`config.mk`:
```
export PLATFORM = sky130hd
export DESIGN_NAME = des_dec_key_sched_flat
export DESIGN_NICKNAME = d
export VERILOG_FILES = /design/src/rtl/des_dec_key_sched_if.sv /design/src/rtl/des_dec_key_sched.sv /design/src/flat_wrapper.sv
export SDC_FILE = /design/constraint.sdc
export NUM_CORES = 1
export LEC_CHECK = 0
export BUFFER_PORTS_ARGS = -buffer_cell sky130_fd_sc_hd__buf_2
export CORE_UTILIZATION = 35
export DETAILED_ROUTE_END_ITERATION = 10
export GPL_TIMING_DRIVEN = 0
export PLACE_DENSITY = 0.6
export SYNTH_ARGS = -nofsm -noshare
export SYNTH_HDL_FRONTEND = slang
export SYNTH_SLANG_ARGS = --single-unit
```
`constraint.sdc`:
```
create_clock -name clk -period 1.9 [get_ports clk]
set_clock_uncertainty 0.05 [all_clocks]
set_input_delay 0.285 -clock clk [delete_from_list [all_inputs] [get_ports clk]]
set_output_delay 0.285 -clock clk [all_outputs]
set_load 0.01 [all_outputs]
```
`src/rtl/des_dec_key_sched_if.sv`:
```
// Key-in / subkey-out handshake bundle for des_dec_key_sched.
// DES_KS_ENC_MODE_EN adds the enc select sampled with the key.
interface des_dec_key_sched_if;
  logic        key_valid;
  logic        key_ready;
  logic [0:63] key;
  logic        sk_valid;
  logic        sk_ready;
  logic [0:47] subkey;
  logic [3:0]  sk_round;
  logic        sk_last;
`ifdef DES_KS_ENC_MODE_EN
  logic        enc;

  modport master (
    output key_valid, key, sk_ready, enc,
    input  key_ready, sk_valid, subkey, sk_round, sk_last
  );
  modport slave (
    input  key_valid, key, sk_ready, enc,
    output key_ready, sk_valid, subkey, sk_round, sk_last
  );
`else
  modport master (
    output key_valid, key, sk_ready,
    input  key_ready, sk_valid, subkey, sk_round, sk_last
  );
  modport slave (
    input  key_valid, key, sk_ready,
    output key_ready, sk_valid, subkey, sk_round, sk_last
  );
`endif
endinterface

```
`src/rtl/des_dec_key_sched.sv`:
```
// DES key schedule streaming K16..K1 (decrypt order), one per cycle.
// DES_KS_ENC_MODE_EN adds enc=1 to stream K1..K16 instead.
module des_dec_key_sched (
  input  logic              clk,
  input  logic              rst_n,
  des_dec_key_sched_if.slave bus
);
  typedef enum logic {IDLE = 1'b0, RUN = 1'b1} state_e;

  localparam int PC1_T [56] = '{
    57, 49, 41, 33, 25, 17,  9,  1, 58, 50, 42, 34, 26, 18,
    10,  2, 59, 51, 43, 35, 27, 19, 11,  3, 60, 52, 44, 36,
    63, 55, 47, 39, 31, 23, 15,  7, 62, 54, 46, 38, 30, 22,
    14,  6, 61, 53, 45, 37, 29, 21, 13,  5, 28, 20, 12,  4
  };

  localparam int PC2_T [48] = '{
    14, 17, 11, 24,  1,  5,  3, 28, 15,  6, 21, 10,
    23, 19, 12,  4, 26,  8, 16,  7, 27, 20, 13,  2,
    41, 52, 31, 37, 47, 55, 30, 40, 51, 45, 33, 48,
    44, 49, 39, 56, 34, 53, 46, 42, 50, 36, 29, 32
  };

  function automatic logic [0:55] pc1(input logic [0:63] k);
    logic [0:55] r;
    r = '0;
    for (int i = 0; i < 56; i++) r[6'(i)] = k[6'(PC1_T[i] - 1)];
    return r;
  endfunction

  function automatic logic [0:47] pc2(input logic [0:55] cd);
    logic [0:47] r;
    r = '0;
    for (int i = 0; i < 48; i++) r[6'(i)] = cd[6'(PC2_T[i] - 1)];
    return r;
  endfunction

  // Rounds 1, 2, 9 and 16 (index 0, 1, 8, 15) shift by one.
  function automatic logic single(input logic [3:0] idx);
    return (idx == 4'd0) || (idx == 4'd1) || (idx == 4'd8) || (idx == 4'd15);
  endfunction

  function automatic logic [0:27] rotr(input logic [0:27] x, input logic two);
    return two ? {x[26:27], x[0:25]} : {x[27], x[0:26]};
  endfunction

`ifdef DES_KS_ENC_MODE_EN
  function automatic logic [0:27] rotl(input logic [0:27] x, input logic two);
    return two ? {x[2:27], x[0:1]} : {x[1:27], x[0]};
  endfunction

  logic enc_q, enc_d;
`endif

  state_e      state_q, state_d;
  logic [0:27] c_q, c_d, d_q, d_d;
  logic [0:47] sk_q, sk_d;
  logic [3:0]  rnd_q, rnd_d;
  logic        last_q, last_d;
  logic [0:55] pc1_w;

  assign pc1_w = pc1(bus.key);

  always_comb begin
    state_d = state_q;
    c_d     = c_q;
    d_d     = d_q;
    rnd_d   = rnd_q;
    last_d  = last_q;
`ifdef DES_KS_ENC_MODE_EN
    enc_d   = enc_q;
`endif
    unique case (state_q)
      IDLE: if (bus.key_valid) begin
        state_d = RUN;
        c_d     = pc1_w[0:27];
        d_d     = pc1_w[28:55];
        rnd_d   = 4'd15;
        last_d  = 1'b0;
`ifdef DES_KS_ENC_MODE_EN
        enc_d   = bus.enc;
        if (bus.enc) begin
          c_d   = rotl(pc1_w[0:27], 1'b0);
          d_d   = rotl(pc1_w[28:55], 1'b0);
          rnd_d = 4'd0;
        end
`endif
      end
      RUN: if (bus.sk_ready) begin
        if (last_q) begin
          state_d = IDLE;
        end else begin
          c_d    = rotr(c_q, !single(rnd_q));
          d_d    = rotr(d_q, !single(rnd_q));
          rnd_d  = rnd_q - 4'd1;
          last_d = (rnd_q == 4'd1);
`ifdef DES_KS_ENC_MODE_EN
          if (enc_q) begin
            c_d    = rotl(c_q, !single(rnd_q + 4'd1));
            d_d    = rotl(d_q, !single(rnd_q + 4'd1));
            rnd_d  = rnd_q + 4'd1;
            last_d = (rnd_q == 4'd14);
          end
`endif
        end
      end
    endcase
    // sk_q always tracks PC-2 of the stored C,D pair.
    sk_d = pc2({c_d, d_d});
  end

  always_ff @(posedge clk or negedge rst_n) begin
    if (!rst_n) begin
      state_q <= IDLE;
      c_q     <= '0;
      d_q     <= '0;
      sk_q    <= '0;
      rnd_q   <= '0;
      last_q  <= 1'b0;
`ifdef DES_KS_ENC_MODE_EN
      enc_q   <= 1'b0;
`endif
    end else begin
      state_q <= state_d;
      c_q     <= c_d;
      d_q     <= d_d;
      sk_q    <= sk_d;
      rnd_q   <= rnd_d;
      last_q  <= last_d;
`ifdef DES_KS_ENC_MODE_EN
      enc_q   <= enc_d;
`endif
    end
  end

  assign bus.key_ready = (state_q == IDLE);
  assign bus.sk_valid  = (state_q == RUN);
  assign bus.subkey    = sk_q;
  assign bus.sk_round  = rnd_q;
  assign bus.sk_last   = last_q;
endmodule
```
`src/flat_wrapper.sv`:
```
// flat-port wrapper written by rule: the top's interface ports become plain ports
module des_dec_key_sched_flat 
  (clk, rst_n, bus_key_valid, bus_key, bus_sk_ready, bus_key_ready, bus_sk_valid, bus_subkey, bus_sk_round, bus_sk_last);
  des_dec_key_sched_if bus_i ();
  input  logic clk;
  input  logic rst_n;
  input wire logic [$bits(bus_i.key_valid)-1:0] bus_key_valid;
  input wire logic [$bits(bus_i.key)-1:0] bus_key;
  input wire logic [$bits(bus_i.sk_ready)-1:0] bus_sk_ready;
  output wire logic [$bits(bus_i.key_ready)-1:0] bus_key_ready;
  output wire logic [$bits(bus_i.sk_valid)-1:0] bus_sk_valid;
  output wire logic [$bits(bus_i.subkey)-1:0] bus_subkey;
  output wire logic [$bits(bus_i.sk_round)-1:0] bus_sk_round;
  output wire logic [$bits(bus_i.sk_last)-1:0] bus_sk_last;
  assign bus_i.key_valid = bus_key_valid;
  assign bus_i.key = bus_key;
  assign bus_i.sk_ready = bus_sk_ready;
  assign bus_key_ready = bus_i.key_ready;
  assign bus_sk_valid = bus_i.sk_valid;
  assign bus_subkey = bus_i.subkey;
  assign bus_sk_round = bus_i.sk_round;
  assign bus_sk_last = bus_i.sk_last;
  des_dec_key_sched u_core (.clk(clk), .rst_n(rst_n), .bus(bus_i));
endmodule
```
==> Word-level counts from Yosys, hierarchy flattened <==
Cells that the tools add are included.
{ "totals": {"inputBits": 68, "regBits": 88, "out_inout_bits": 55, "word_cells": 44} }
{ "op_classes": {"n_eq_ne": 6, "reduce_logical": 6, "muxes": 22, "bitwise_logic": 1, "addsub": 1} }
{ "op_table": {"columns": ["cell", "count"], "rows": [
  ["28-bit 2-to-1 mux", 7],
  ["28-bit case mux with 2 select lines", 2],
  ["27-bit 2-to-1 mux", 1],
  ["4-bit 2-to-1 mux", 3],
  ["4-bit == test (second input constant)", 2],
  ["4-bit case mux with 2 select lines", 1],
  ["1-bit 2-to-1 mux", 6],
  ["2-bit inequality test (second input constant)", 3],
  ["4-bit by 1-bit == test with 1-bit output (second input constant)", 1],
  ["4-bit logical NOT", 1],
  ["1-bit case mux with 2 select lines", 2],
  ["4-bit by 1-bit subtractor with 4-bit output (second input constant)", 1],
  ["1-bit logical OR", 3],
  ["3-bit AND reduction", 1],
  ["2-bit AND reduction", 1],
  ["1-bit NOT", 1]
]} }

==> Depth between registers and ports, before layout <==
{ "depth": {"word_depth": 8, "ltp_mapped": 7, "ltp_nobuf": 5} }

==> Worst setup path before layout <==
OpenSTA, ideal clock, no wires.
{ "synth_timing": {"path_kind": "reg-to-reg", "startpoint": "register u_core.rnd_q[1], in the netlist u_core.bus.sk_round[1]", "endpoint": "register u_core.sk_q, in the netlist u_core.bus.subkey[1]", "required_time_ns": 1.706, "t_arrival_ns": 1.564, "n_path_buf": 2, "setup_time_ns": 0.144, "period_less_slack_ns": 1.758, "stages_incl_launch_ff": 8, "setup_slack_ns": 0.142, "cell_sequence": "dfrtp_1 inv_1 ha_1 nor2b_1 buf_2 buf_2 o311ai_0 o211ai_2"} }
{ "synth_between": {"elab_chain_len": 8, "elab_cells_between_ends": 11, "cone_classes": "3 x eq/ne; 4 x mux; 4 x reduce/logical"} }
{ "synth_rtl": {"columns": ["item", "line", "source"], "rows": [
  ["from (decl)", "des_dec_key_sched.sv:58", "logic [3:0] rnd_q, rnd_d;"],
  ["from (signal assigned)", "des_dec_key_sched.sv:128", "rnd_q <= rnd_d;"],
  ["4-bit by 1-bit == test with 1-bit output / 4-bit logical NOT (equally long branches)", "des_dec_key_sched.sv:40", "return (idx == 4'd0) || (idx == 4'd1) || (idx == 4'd8) || (idx == 4'd15);"],
  ["1-bit logical OR (2 in a row)", "des_dec_key_sched.sv:40", null],
  ["1-bit logical OR (*)", "des_dec_key_sched.sv:40", null],
  ["28-bit 2-to-1 mux (*)", "des_dec_key_sched.sv:44", "return two ? {x[26:27], x[0:25]} : {x[27], x[0:26]};"],
  ["28-bit 2-to-1 mux (*)", "des_dec_key_sched.sv:90", "if (last_q) begin"],
  ["28-bit 2-to-1 mux (*)", "des_dec_key_sched.sv:89", "RUN: if (bus.sk_ready) begin"],
  ["28-bit case mux with 2 select lines (*)", "des_dec_key_sched.sv:73", "unique case (state_q)"],
  ["to (signal assigned)", "des_dec_key_sched.sv:127", "sk_q <= sk_d;"],
  ["to (decl)", "des_dec_key_sched.sv:57", "logic [0:47] sk_q, sk_d;"]
]} }
Every way passes the cells marked *; elsewhere a longest branch is shown, timed or not. The select of a mux whose other input is x is not followed.
A chain may end at the register's enable or synchronous reset.

==> Final worst setup path <==
{ "layout_timing": {"startpoint": "register u_core.rnd_q[0], in the netlist u_core.bus.sk_round[0]", "endpoint": "register u_core.d_q[25] (netlist bit)"} }
{ "layout_between": {"elab_chain_len": 8, "elab_cells_between_ends": 11, "cone_classes": "3 x eq/ne; 4 x mux; 4 x reduce/logical"} }
{ "layout_rtl": {"columns": ["item", "line", "source"], "rows": [
  ["4-bit by 1-bit == test with 1-bit output / 4-bit logical NOT (equally long branches)", "des_dec_key_sched.sv:40", null],
  ["1-bit logical OR (2 in a row)", "des_dec_key_sched.sv:40", null],
  ["1-bit logical OR (*)", "des_dec_key_sched.sv:40", null],
  ["28-bit 2-to-1 mux (*)", "des_dec_key_sched.sv:44", null],
  ["28-bit 2-to-1 mux (*)", "des_dec_key_sched.sv:90", null],
  ["28-bit 2-to-1 mux (*)", "des_dec_key_sched.sv:89", null],
  ["28-bit case mux with 2 select lines (*)", "des_dec_key_sched.sv:73", null],
  ["to (signal assigned)", "des_dec_key_sched.sv:116", "d_q <= '0;"],
  ["to (signal assigned)", "des_dec_key_sched.sv:126", "d_q <= d_d;"],
  ["to (decl)", "des_dec_key_sched.sv:56", "logic [0:27] c_q, c_d, d_q, d_d;"]
]} }
Marked as above.

==> run metrics <==
final cell count without fillers=778; DP Wirelength=10,400 um; Die Wd=119 um; router iterations before antenna repair=5; area delta synth->final=22.6%; syn avg cell area=9.31 um^2; VDD IR-drop max=0.576 mV; Seq/Total Area, Yosys=32.2%; CTS tree=built; Crit Reg-Reg Startpoint=u_core.bus.sk_round[0]$_DFFE_PN0P_; GPL Wtd Cong=0.849; H-Tree Depth=3; ant diodes=0; global-route usage over all layers=22.3%; failing checks=hold timing; hold slack=-0.0404 ns; antenna viol nets, final=0; share of layout cells above drive strength 1=36.9%; setup TNS=0 ns; Fin. Hold Viols=14; slowest stage cell, crit path=dfrtp_2; clock buffer depth=2; pins over their slew limit=0; Worst Path Arrival=2.00 ns; commonest cells after routing, fill and taps aside=nand2_1, buf_2, dfrtp_1; final worst path period share=97.3%; Worst setup startpoint=u_core.bus.sk_round[0]$_DFFE_PN0P_; Core Region=0.0133 mm^2; DR WL/cell=19.5 um; Worst setup SP type=flip-flop; Die Y=119 um; IO Pins=123; synth unique cells=34; Setup CP Type=flip-flop to flip-flop; fmax=541 MHz; DRC=0; CTS buffer count=9; R2R Setup Slk=0.05 ns; Clock transition at path regs=0.06 ns; vias=4,594; grt ovf=0; Leak Pwr=2.77 nW; status=finished with violations; total power=7.39 mW; Initial Util=36.1%; most used cell along the critical path=clkbuf_4; Crit path depth=6; reg-to-reg critical path endpoint=u_core.d_q[25]$_DFFE_PN0P_; Worst-Skew Late Latency=0.34 ns; #FFs+latches synth=62; CP bufs+invs=2; Layout Nets=668; Tmin final=1.85 ns; r2r worst-path depth=6; PwrDens=1250 mW/mm^2; Largest stage delay, worst path=0.44 ns; floorplan row count=42; CTS sink cnt=62; vias in the first global route=4,578; vias per std cell=5.90; number of max-cap violations=0; RSZ-0062 raised after global routing=yes; first-pass GRT wire length=24,900 um; relative slew slack=43.7%; final core utilization=44.3%; DRT iter0 DRCs=362; CTS root buf=clkbuf_16; antenna violations before repair=0; critical path required time=2.06 ns; most common cell after layout, fill and taps aside=nand2_1; largest net degree at the start of global routing=63; worst-path cell chain=ha_1 > nor2b_2 > clkbuf_4 > clkbuf_4 > o311ai_1 > o211ai_2; Slew @ Worst Pin=0.845 ns; delay-heaviest family, CP=flip-flops; mapped cell area=0.00482 mm^2; number of port buffers=47; YS warnings=0; crit path to=u_core.d_q[25]$_DFFE_PN0P_; Die ar.=0.0143 mm^2; cells after synthesis=518; worst hold path class=input port to async pin; CP endpoint kind=flip-flop; # setup viols final=0; dpl cells=762; Routed WL=15,200 um; CP max FO=10
state kept, by name, summed over array words and instances (netlist names):
| register | flops |
|---|---|
| u_core.bus.subkey | 25 |
| u_core.bus.sk_valid | 1 |
| u_core.bus.sk_round | 4 |
| u_core.c_q | 5 |
| u_core.bus.sk_last | 1 |
| u_core.d_q | 26 |
synthesized netlist by cell type:
library cell	n	area, um^2
o31a_1	1	8.76
and3_1	2	12.5
nand2b_1	1	6.26
nor3_1	1	5.00
buf_4	49	368
nor2b_1	2	12.5
nand3_1	45	225
a31oi_1	3	18.8
nor2_1	1	3.75
a21bo_1	1	10.0
nand3b_1	1	7.51
o21ai_0	1	5.00
ha_1	3	37.5
o311ai_0	17	149
o211ai_2	40	500
conb_1	1	3.75
nand2_1	71	267
inv_1	5	18.8
a32oi_1	1	8.76
buf_1	3	11.3
or2_2	1	6.26
o22a_1	12	105
and3b_1	1	8.76
o311ai_1	39	342
o211ai_1	16	120
dfrtp_1	62	1550
and4b_1	56	561
o22ai_1	1	6.26
buf_2	25	125
a21oi_1	1	5.00
buf_6	4	45.0
mux2i_1	12	120
o21ai_1	1	5.00
clkbuf_1	38	143
cell type report:
cell class                 instances  area (um^2)
sequential                        62         1550
buffer                           118          726
multi-input combinational        353         2850
inverter                           5         18.8
tap                              176          220
fill                            1334         7440
timing repair buffer              48          245
clock inverter                     4         45.0
clock buffer                      12          256
how the worst min path moves through the flow:
stage | to | slack [ns]
global placement | u_core.d_q[12]$_DFFE_PN0P_ | 0.48
detailed placement | u_core.c_q[13]$_DFFE_PN0P_ | 0.39
finish | u_core.c_q[13]$_DFFE_PN0P_ | -0.04
floorplan | u_core.bus.sk_last$_DFFE_PN0P_ | -0.06
CTS | u_core.c_q[13]$_DFFE_PN0P_ | 0.04
global route | u_core.bus.subkey[22]$_DFFE_PN0P_ | 0.08
metrics by stage:
stage | worst slack [ns] | hold WS, ns | area [um^2]
floorplan | 0.142 | -0.0606 | 4900
global placement | -0.171 | 0.483 | 5360
detailed placement | -0.244 | 0.388 | 5360
CTS | -0.0225 | 0.0355 | 5760
global route | -0.0666 | 0.0837 | 5910
finish | 0.0515 | -0.0404 | 5910
power breakdown:
| part | internal, mW | switching [mW] |
|---|---|---|
| Sequential | 1.61 | 0.462 |
| Combinational | 1.37 | 2.26 |
| Clock | 1.08 | 0.616 |
| Total | 4.05 | 3.34 |
metal layers:
layer	global-route usage [%]	vias up	share of wire [%]
li1	-	2079	-
met3	4.50	38	6.7
met5	0	-	0
met4	9.06	0	2.5
met1	29.3	2285	44
met2	35.6	192	47
timing repair:
action	in CTS	in global routing
endpoints found under the hold margin	0	0
setup endpoints to repair	34	53
resized for setup	21	45
hold buffers	0	0
buffers inserted	0	1
kinds of logic after synthesis:
group | Yosys count | synth area share, %
other | 1 | 0.0778
buffers and inverters | 124 | 14.7
and+or+nand+nor | 182 | 23.1
DFF | 62 | 32.2
AOI/OAI and AO/OA | 134 | 26.6
adders and majority gates | 3 | 0.778
muxes | 12 | 2.49
Power figures use the tool's default switching activity.
